[config.mk]
export PLATFORM = sky130hd
export DESIGN_NAME = d_flag_generator
export DESIGN_NICKNAME = d
export VERILOG_FILES = /design/src/rtl/d_flag_generator.sv
export SDC_FILE = /design/constraint.sdc
export NUM_CORES = 1
export LEC_CHECK = 0
export ABC_AREA = 1
export CAP_MARGIN = 30
export CORE_UTILIZATION = 33
export CTS_CLUSTER_DIAMETER = 200
export CTS_CLUSTER_SIZE = 40
export DETAILED_ROUTE_END_ITERATION = 8
export DONT_BUFFER_PORTS = 1
export HOLD_SLACK_MARGIN = 0.02
export SLEW_MARGIN = 20
export SYNTH_ARGS = -nofsm -noshare
export SYNTH_HDL_FRONTEND = slang
export SYNTH_SLANG_ARGS = --single-unit
[constraint.sdc]
create_clock -name clk -period 2.1 [get_ports clk]
set_clock_uncertainty 0.1 [all_clocks]
set_input_delay 0.42 -clock clk [delete_from_list [all_inputs] [get_ports clk]]
set_output_delay 0.42 -clock clk [all_outputs]
set_load 0.02 [all_outputs]
[src/rtl/d_flag_generator.sv]
// Serial frame transmitter: opening flag, bit-stuffed payload (MSB first), closing flag.
// All outputs are registered; j idles high between frames.
//
// state | meaning
// IDLE  | line high, waiting for start
// OPEN  | sending opening flag 0111110
// DATA  | sending payload bits, counting consecutive ones
// STUFF | sending the stuffed 0 after four ones
// CLOSE | sending closing flag 0111110
module d_flag_generator #(
  parameter int WIDTH = 8
) (
  input  logic             clk,
  input  logic             rst,
  input  logic             start,
  input  logic [WIDTH-1:0] data_in,
  output logic             j,
  output logic             busy,
  output logic             done
);

  localparam int BW = $clog2(WIDTH + 1);

  typedef enum logic [2:0] {IDLE, OPEN, DATA, STUFF, CLOSE} state_t;

  state_t           state, state_n;
  logic [2:0]       fidx, fidx_n;
  logic [2:0]       ones, ones_n;
  logic [BW-1:0]    bcnt, bcnt_n;
  logic [WIDTH-1:0] sreg, sreg_n;
  logic             j_n, busy_n, done_n;
  logic             emit_bit, emit_close;
  logic             pay_bit;

  // Flag 0111110: only the first and last positions are zero.
  function automatic logic flag_bit(input logic [2:0] i);
    return (i != 3'd0) && (i != 3'd6);
  endfunction

  assign pay_bit = sreg[WIDTH-1];

  always_comb begin
    state_n    = state;
    fidx_n     = fidx;
    ones_n     = ones;
    bcnt_n     = bcnt;
    sreg_n     = sreg;
    j_n        = 1'b1;
    busy_n     = 1'b1;
    done_n     = 1'b0;
    emit_bit   = 1'b0;
    emit_close = 1'b0;

    case (state)
      IDLE: begin
        busy_n = 1'b0;
        if (start) begin
          state_n = OPEN;
          fidx_n  = 3'd0;
          j_n     = 1'b0;
          sreg_n  = data_in;
          ones_n  = 3'd0;
          bcnt_n  = '0;
          busy_n  = 1'b1;
        end
      end
      OPEN: begin
        if (fidx == 3'd6) begin
          emit_bit = 1'b1;
        end else begin
          fidx_n = fidx + 3'd1;
          j_n    = flag_bit(fidx + 3'd1);
        end
      end
      DATA: begin
        // A pending stuff wins even after the last payload bit.
        if (ones == 3'd4) begin
          state_n = STUFF;
          j_n     = 1'b0;
          ones_n  = 3'd0;
        end else if (bcnt == BW'(WIDTH)) begin
          emit_close = 1'b1;
        end else begin
          emit_bit = 1'b1;
        end
      end
      STUFF: begin
        if (bcnt == BW'(WIDTH)) emit_close = 1'b1;
        else                    emit_bit   = 1'b1;
      end
      CLOSE: begin
        if (fidx == 3'd6) begin
          state_n = IDLE;
          busy_n  = 1'b0;
          done_n  = 1'b1;
        end else begin
          fidx_n = fidx + 3'd1;
          j_n    = flag_bit(fidx + 3'd1);
        end
      end
      default: begin
        state_n = IDLE;
        busy_n  = 1'b0;
      end
    endcase

    if (emit_bit) begin
      state_n = DATA;
      j_n     = pay_bit;
      sreg_n  = sreg << 1;
      bcnt_n  = bcnt + BW'(1);
      ones_n  = pay_bit ? ones + 3'd1 : 3'd0;
    end
    if (emit_close) begin
      state_n = CLOSE;
      fidx_n  = 3'd0;
      j_n     = 1'b0;
    end
  end

  always_ff @(posedge clk) begin
    if (rst) begin
      state <= IDLE;
      fidx  <= 3'd0;
      ones  <= 3'd0;
      bcnt  <= '0;
      sreg  <= '0;
      j     <= 1'b1;
      busy  <= 1'b0;
      done  <= 1'b0;
    end else begin
      state <= state_n;
      fidx  <= fidx_n;
      ones  <= ones_n;
      bcnt  <= bcnt_n;
      sreg  <= sreg_n;
      j     <= j_n;
      busy  <= busy_n;
      done  <= done_n;
    end
  end

endmodule

---- Word level (Yosys, flattened, before mapping) ----
Cells that the tools add are included.
word-level totals
  register bits ........................... 24
  input bits .............................. 11
  output and inout port bits .............. 3
  logic and storage cells ................. 92
operators by class
  add/subtract/negate cells ............... 3
  eq/ne operators ......................... 20
  mux-type cells .......................... 35
  bitwise operators ....................... 2
  reductions and logical operators ........ 21
operators by type and width
  operator                                                          count
  3-bit 2-to-1 mux                                                  10
  8-bit 2-to-1 mux                                                  3
  1-bit 2-to-1 mux                                                  12
  4-bit 2-to-1 mux                                                  3
  3-bit != test (second input constant)                             4
  4-bit != test (second input constant)                             3
  3-bit one-hot mux with 2 select lines                             2
  3-bit one-hot mux with 4 select lines                             1
  4-bit AND reduction                                               3
  2-bit OR reduction                                                5
  3-bit == test (second input constant)                             3
  1-bit one-hot mux with 3 select lines                             3
  2-bit != test (second input constant)                             4
  3-bit by 1-bit adder with 3-bit output (second input constant)    2
  3-bit by 2-bit == test with 1-bit output (second input constant)  2
  3-bit AND reduction                                               2
  2-bit nonzero test                                                3
  3-bit nonzero test                                                2
  3-bit OR reduction                                                2
  4-bit by 1-bit adder with 4-bit output (second input constant)    1
  4-bit == test (second input constant)                             1
  2-bit AND reduction                                               2
  3-bit by 1-bit == test with 1-bit output (second input constant)  1
  3-bit logical NOT                                                 1
  5 further kinds                                                   6

---- Logic depth before layout (Yosys ltp) ----
Gate-level depths: netlist of run 1.
  depth in word-level cells ............... 7
  mapped depth ............................ 11
  depth with buffers taken out ............ 11

---- Worst setup path after synthesis of run 1 ----
Ideal clock, no wire load.
  path type ............................... register to register
  start point ............................. register fidx[0]
  end point ............................... register sreg[4]
  library setup time ...................... 132 ps
  arrival time ............................ 1312 ps
  required time ........................... 1868 ps
  slack ................................... 556 ps
  stages on the path, launching flop included .. 10
  buffers on the path ..................... 1
  clock period less this slack ............ 1544 ps
  cells stage by stage .................... dfxtp_1 > inv_1 > ha_1 > nand2_1 > inv_1 > nand2_8 > buf_2 > nand3_1 > nand2_1 > a21oi_1
between the ends
  longest elaborated chain between the ends .. 5
  elaborated cells on any way between the ends .. 7
  those cells by class .................... 1 x eq/ne; 3 x mux; 3 x reduce/logical
RTL lines
  element                                  RTL line  text
  start, declared                          27        logic [2:0] fidx, fidx_n;
  start signal, assigned                   133       fidx <= fidx_n;
  3-bit == test *                          68        if (fidx == 3'd6) begin
  1-bit 2-to-1 mux *                       68
  1-bit one-hot mux with 3 select lines *  54        case (state)
  2-bit nonzero test (no line)             --
  2-bit AND reduction (no line)            --
  end signal, assigned                     136       sreg <= sreg_n;
  end, declared                            30        logic [WIDTH-1:0] sreg, sreg_n;
Mark *: on every way between the ends. The rest lies on a longest branch, timed or not.
A chain may end at the register's enable or synchronous reset.

---- Worst setup path in the final report of run 1 ----
  start point ............................. register fidx[0]
  end point ............................... register bcnt[0]
between the ends
  longest elaborated chain between the ends .. 5
  elaborated cells on any way between the ends .. 7
  those cells by class .................... 1 x eq/ne; 3 x mux; 3 x reduce/logical
RTL lines
  element                                  RTL line  text
  3-bit == test *                          68
  1-bit 2-to-1 mux *                       68
  1-bit one-hot mux with 3 select lines *  54
  2-bit nonzero test (no line)             --
  2-bit AND reduction (no line)            --
  end signal, assigned                     135       bcnt <= bcnt_n;
  end, declared                            29        logic [BW-1:0] bcnt, bcnt_n;
Marked as above.

==> results.py, run 1 <==
metrics = {
    "sta": {
        "rsz0062_at_grt": "no",
        "worst_slack_ps": 267,
        "drv_slew": 0,
        "final.setup.tns_ps": 0,
        "setup_viol": 0,
        "period_needed_ps": 1830,
        "period_share_pct": 87.3,
        "max_freq_ghz": 0.545,
        "slew_headroom_pct": 81.5,
        "final_hold_viol_count": 0,
        "worst_slew_pin_slew_ps": 278,
    },
    "die": {
        "fp.coreArea_mm2": 0.00435,
        "die_w_um": 69.1,
        "start_util_pct": 34.1,
        "ios": 14,
        "die_y_um": 69.1,
        "core.rowCount": 24,
        "fp.dieArea_mm2": 0.00478,
    },
    "drt": {
        "vias_per_cell": 4.82,
        "routed_wl_um": 2970,
        "dr.pass1.iters": 4,
        "drc": 0,
        "drtIter0Drc": 88,
        "ant_nets": 0,
        "wl_per_cell_um": 10.9,
        "detailroute.via_count": 1310,
    },
    "layout": {
        "n_antenna_cell": 0,
        "finalNetCount": 240,
        "drive_above_1_share_pct": 6.82,
        "area_delta_synth_final_pct": 6.40,
    },
    "clock_tree": {
        "cts_buffers": 3,
        "clkSlewWorstSetupHoldPaths_ps": 90,
        "postCtsSetupRepairBufs": 0,
        "cts.htree.levels": 1,
        "cts_tree": "yes",
        "cts_resized": 0,
        "clock_sinks": 24,
        "cts-root-buf": "clkbuf_8",
        "holdBufCountCts": 0,
        "clock_latency_ps": 270,
        "cts_max_path_buffers": 2,
    },
    "logic_synthesis": {
        "synth_top_family_by_area": "simple AND/OR/NAND/NOR gates",
        "synthAdderAreaFrac_pct": 6.73,
        "netlist_area_mm2": 0.00149,
        "synth_cells": 223,
        "synth_compound_area_share_pct": 8.33,
        "synth_edf_count": 0,
        "synth_top_area_cell": "dfxtp_1",
        "yosysUniqueCellTypes": 24,
        "syn_nets": 242,
        "synth-seq-area-share_pct": 32.3,
        "yosys_warnings": 0,
        "ys_ff_latch": 24,
        "synth_ff_type": "dfxtp_1",
        "synth_area_per_cell_um2": 6.67,
        "netlist_top_cells_area": "dfxtp_1 32%, nand2_1 14%, inv_1 7.8%",
        "netlist_top_cells_count": "54 x nand2_1, 31 x inv_1, 24 x dfxtp_1, 24 x nor2_1, 22 x nand3_1",
        "synthMuxAreaShare_pct": 0,
        "yosys.area_share.simple_pct": 40.2,
        "synthArstFlopShare_pct": 0,
        "synth_top_area_share_pct": 32.3,
        "synth_most_common_cell": "nand2_1",
        "synthXorXnorAreaFrac_pct": 0.589,
    },
    "worst_setup_path": {
        "cp-endpoint": "bcnt[0]",
        "r2r_start": "fidx[0]",
        "arrival_ps": 1950,
        "rrSetupSlack_ps": 270,
        "rr_endpoint": "bcnt[0]",
        "path_max_fanout": 19,
        "end_kind": "flop",
        "worstRegToRegCells": 9,
        "worstSetupPathType": "flop to flop",
        "required_ps": 2210,
        "startpoint": "fidx[0]",
        "startpoint_type": "flop",
    },
    "pwr": {
        "power.density_mw_per_mm2": 1370,
        "ir_worst_vdd_v": 0.000492,
        "leakage_nw": 0.706,
    },
    "global_routing": {
        "grt_pass1_vias": 1225,
        "track_usage_pct": 13.2,
        "grt_use_met3_pct": 3.51,
        "gr-usage-met1_pct": 17.6,
        "busiest_layer": "met2",
        "grt_pass1_wl_um": 5320,
        "use_met2_pct": 21.3,
        "grt_max_degree": 20,
        "gr-total-overflow": 0,
        "antenna_found_initial": 0,
    },
    "placed_design": {
        "dp_hpwl_um": 2170,
        "dp_slack_ps": 284,
        "io_buffers": 0,
        "globalplace.congestion": 0.826,
    },
    "min_path": {
        "min_path_type": "input pin to flop",
    },
    "run": {
        "drv_cap": 0,
    },
    "status": {
        "outcome": "finished, final reports clean",
    },
}
[kinds of logic after synthesis]
group,after synthesis
AND/OR/NAND/NOR,124
buffers and inverters,42
AO/OA/AOI/OAI,24
flip-flops,24
adder cells (fa/ha/maj),8
XOR/XNOR,1
[metal layers]
layer  part of all wire, %  wire length (um)
met1                    51              1510
met2                    44              1290
met3                   4.5               133
met4                  0.94                28
met5                     0                 0
[how the worst min path moves through the flow]
stage,start,end,slack (ps),depth (start not counted)
2_1_floorplan,sreg[0],sreg[0],350,2
3_3_place_gp,sreg[0],sreg[0],370,2
3_5_place_dp,sreg[0],sreg[0],370,2
4_1_cts,rst,bcnt[0],90,1
5_1_grt,rst,bcnt[0],90,1
6_report,rst,bcnt[1],100,1
[area by class of cell]
class,instances,area [um2]
clock inverter,1,30.0
fill,481,2770
sequential,24,480
multi-input combinational,157,830
timing repair buffer,1,7.51
inverter,34,128
clock buffer,3,41.3
tap,52,65.1
[per-stage QoR]
stage	total power, mW	instance area [um2]	std cells	util, %	hold WS (ps)
3_5_place_dp	1.75	1510	268	34.7	370
4_1_cts	2.18	1580	272	36.3	88.7
6_report	2.16	1580	272	36.3	99.7
2_1_floorplan	1.59	1490	223	-	348
3_3_place_gp	1.75	1510	268	34.7	367
5_1_grt	2.39	1580	272	36.3	87.1
[worst max-delay path, cell delays in order (launching register included)]
cell	delay, ps
dfxtp_1	410
inv_1	80
ha_1	190
nand2_1	120
inv_1	130
nand2_8	160
nand2_4	150
nor2_1	240
nand2_1	80
a21oi_1	120
[where the power goes]
group	switching, mW	internal (mW)	total, mW
Sequential	0.150	0.615	0.765
Clock	0.159	0.255	0.414
Combinational	0.630	0.350	0.980
Total	0.939	1.22	2.16
[cells in the final DEF (no fill, tap or decap), types with 2 or more instances in the layout]
cell type,count
nand3_1,22
nor2_1,24
nor2_4,2
nand4_1,15
nand2_1,54
a21oi_1,18
clkbuf_8,3
inv_2,3
dfxtp_1,24
ha_1,8
o21ai_0,4
inv_1,31
[sequential cells by signal, indices dropped and copies added, names as in the netlist]
name,count
sreg,8
busy,1
bcnt,4
state,3
fidx,3
done,1
ones,3
j,1
(Power assumes the default switching activity.)
==> run 2, diff against run 1 <==
--- a/config.mk
+++ b/config.mk
@@ -8,11 +8,13 @@
 export ABC_AREA = 1
 export CAP_MARGIN = 30
 export CORE_UTILIZATION = 33
+export CTS_BUF_LIST = sky130_fd_sc_hd__clkbuf_16
 export CTS_CLUSTER_DIAMETER = 200
 export CTS_CLUSTER_SIZE = 40
 export DETAILED_ROUTE_END_ITERATION = 8
 export DONT_BUFFER_PORTS = 1
 export HOLD_SLACK_MARGIN = 0.02
+export SETUP_SLACK_MARGIN = 0.5
 export SLEW_MARGIN = 20
 export SYNTH_ARGS = -nofsm -noshare
 export SYNTH_HDL_FRONTEND = slang
==> run 2 against run 1 <==
Against the previous run:
- power up 22%
- sequential share of layout area down 3.4 points
- largest cell class unchanged
- critical path type unchanged
- first-iteration DRC count up 42%
- combinational power up 32%
- critical path depth down 1
- core utilization up 5.9 points
- clock power up 32%
- global-route usage up 1.3 points
- via count up 9.6%
- count of clock-buffer cells in the layout unchanged
- sequential power up 3.7%
- worst hold slack better by 12 ps
==> results.py, run 2 (same netlist as run 1, synthesis figures left out) <==
metrics = {
    "clock_tree": {
        "cts-root-buf": "clkbuf_16",
        "cts.htree.levels": 1,
        "clock_sinks": 24,
        "clock_latency_ps": 260,
        "cts_max_path_buffers": 2,
        "clkSlewWorstSetupHoldPaths_ps": 70,
        "cts_tree": "yes",
        "holdBufCountCts": 0,
        "cts_buffers": 3,
    },
    "sta": {
        "drv_slew": 0,
        "final.setup.tns_ps": 0,
        "max_freq_ghz": 0.662,
        "period_needed_ps": 1510,
        "setup_viol": 0,
        "rsz0062_at_grt": "yes",
        "worst_slew_pin_slew_ps": 237,
        "final_hold_viol_count": 0,
        "slew_headroom_pct": 84.1,
        "period_share_pct": 72.0,
    },
    "global_routing": {
        "track_usage_pct": 14.5,
        "grt_pass1_vias": 1325,
        "grt_pass1_wl_um": 5780,
        "gr-usage-met1_pct": 18.6,
        "busiest_layer": "met2",
        "grt_use_met3_pct": 3.51,
        "antenna_found_initial": 0,
        "gr-total-overflow": 0,
        "use_met2_pct": 24.2,
        "grt_max_degree": 18,
    },
    "worst_setup_path": {
        "r2r_start": "ones[0]",
        "end_kind": "flop",
        "worst_path_largest_cell_delay_ps": 320,
        "worstRegToRegCells": 8,
        "worstSetupPathType": "flop to flop",
        "rr_endpoint": "bcnt[2]",
        "arrival_ps": 1610,
        "cp_top_family": "simple AND/OR/NAND/NOR gates",
        "path_max_fanout": 8,
        "startpoint_type": "flop",
        "worstPathCellList": "inv_2 > ha_4 > nand3_4 > nand3_4 > nand2_8 > nor2_4 > nand2_1 > a21oi_2",
        "crit_top_cell": "nand3_4",
        "critPathBufInv": 1,
        "required_ps": 2200,
        "slowest_stage": "dfxtp_2",
        "rrSetupSlack_ps": 590,
    },
    "drt": {
        "vias_per_cell": 5.04,
        "drtIter0Drc": 125,
        "routed_wl_um": 3510,
        "dr.pass1.iters": 4,
        "wl_per_cell_um": 12.3,
        "drc": 0,
        "ant_nets": 0,
        "detailroute.via_count": 1436,
    },
    "die": {
        "die_w_um": 69.1,
        "fp.dieArea_mm2": 0.00478,
        "die_y_um": 69.1,
        "ios": 14,
        "start_util_pct": 34.1,
        "fp.coreArea_mm2": 0.00435,
        "core.rowCount": 24,
    },
    "layout": {
        "largest_reg_flops": 8,
        "n_antenna_cell": 0,
        "max_flop_register": "sreg",
        "area_delta_synth_final_pct": 23.8,
        "fill_cells": 451,
        "reg.largest.list": "sreg: 8 flops, bcnt: 4 flops",
        "final_common_cell": "nand2_1",
        "final_cell_mix": "52 x nand2_1, 28 x inv_1, 19 x nand3_1, 19 x nor2_1, 16 x a21oi_1",
        "finalNetCount": 253,
        "drive_above_1_share_pct": 23.2,
    },
    "min_path": {
        "min_path_type": "input pin to flop",
        "hold_depth": 1,
        "min_from": "rst",
        "worstHoldEndpoint": "bcnt[1]",
    },
    "pwr": {
        "totalPowerFinal_mw": 2.63,
        "leakage_nw": 0.796,
        "power.density_mw_per_mm2": 1430,
        "ir_worst_vdd_v": 0.000569,
    },
    "status": {
        "outcome": "finished, final reports clean",
    },
    "placed_design": {
        "dp_hpwl_um": 2170,
        "io_buffers": 0,
        "globalplace.congestion": 0.826,
    },
    "run": {
        "drv_cap": 0,
    },
}
[run 2: cell count changes in the layout (fill, tap and decap cells not counted), moves of 5 or more]
cell,delta
buf_4,+9
dfxtp_1,-9
dfxtp_2,+7
nor2_1,-5
[run 2: worst max path at each step]
stage	end	depth (start not counted)	from
finish	bcnt[2]	8	ones[0]
global route	bcnt[2]	8	ones[0]
CTS	j	10	fidx[0]
detailed placement	bcnt[1]	9	fidx[0]
global placement	bcnt[1]	9	fidx[0]
floorplan	sreg[4]	9	fidx[0]
[run 2: layer usage]
layer  vias up  part of all wire [%]
met4         0                   1.8
li1        745                     -
met3         9                   4.1
met2        32                    47
met5         -                     0
met1       650                    47
[run 2: worst register-to-register path: cells and delay by family (launching register included)]
family                   cells  cell delay (ps)
adder cells (fa/ha/maj)      1              160
flip-flops                   1              320
buffers and inverters        1               80
AND/OR/NAND/NOR              5              670
AO/OA/AOI/OAI                1              120
[run 2: per-stage QoR]
step / worst slack [ps] / hold WS [ps] / instance area, um2 / util, % / std cells
2_1_floorplan: 556 / 348 / 1490 / - / 223
3_5_place_dp: 284 / 370 / 1510 / 34.7 / 268
3_3_place_gp: 337 / 367 / 1510 / 34.7 / 268
5_1_grt: 483 / 107 / 1840 / 42.3 / 285
4_1_cts: 510 / 113 / 1710 / 39.3 / 281
6_report: 588 / 112 / 1840 / 42.3 / 285
[run 2: report_power, final]
group	internal (mW)	switching [mW]
registers	0.632	0.161
logic	0.527	0.767
clock network	0.379	0.167
[run 2: area by class of cell]
cell class / instances / area [um2] / share of cell area, %
Tap cell: 52 / 65.1 / 3.54
Sequential cell: 24 / 497 / 27.0
Inverter: 34 / 135 / 7.34
Clock buffer: 3 / 75.1 / 4.08
Multi-Input combinational cell: 159 / 941 / 51.1
Timing Repair Buffer: 12 / 97.6 / 5.30
Clock inverter: 1 / 30.0 / 1.63
[run 2: what timing repair did]
action                                 in CTS  in global routing
pin swaps                                   2                  5
buffers inserted                            8                  3
gates cloned                                1                  1
gates resized for setup                     7                 32
setup endpoints to repair                  17                 20
endpoints found under the hold margin       0                  0
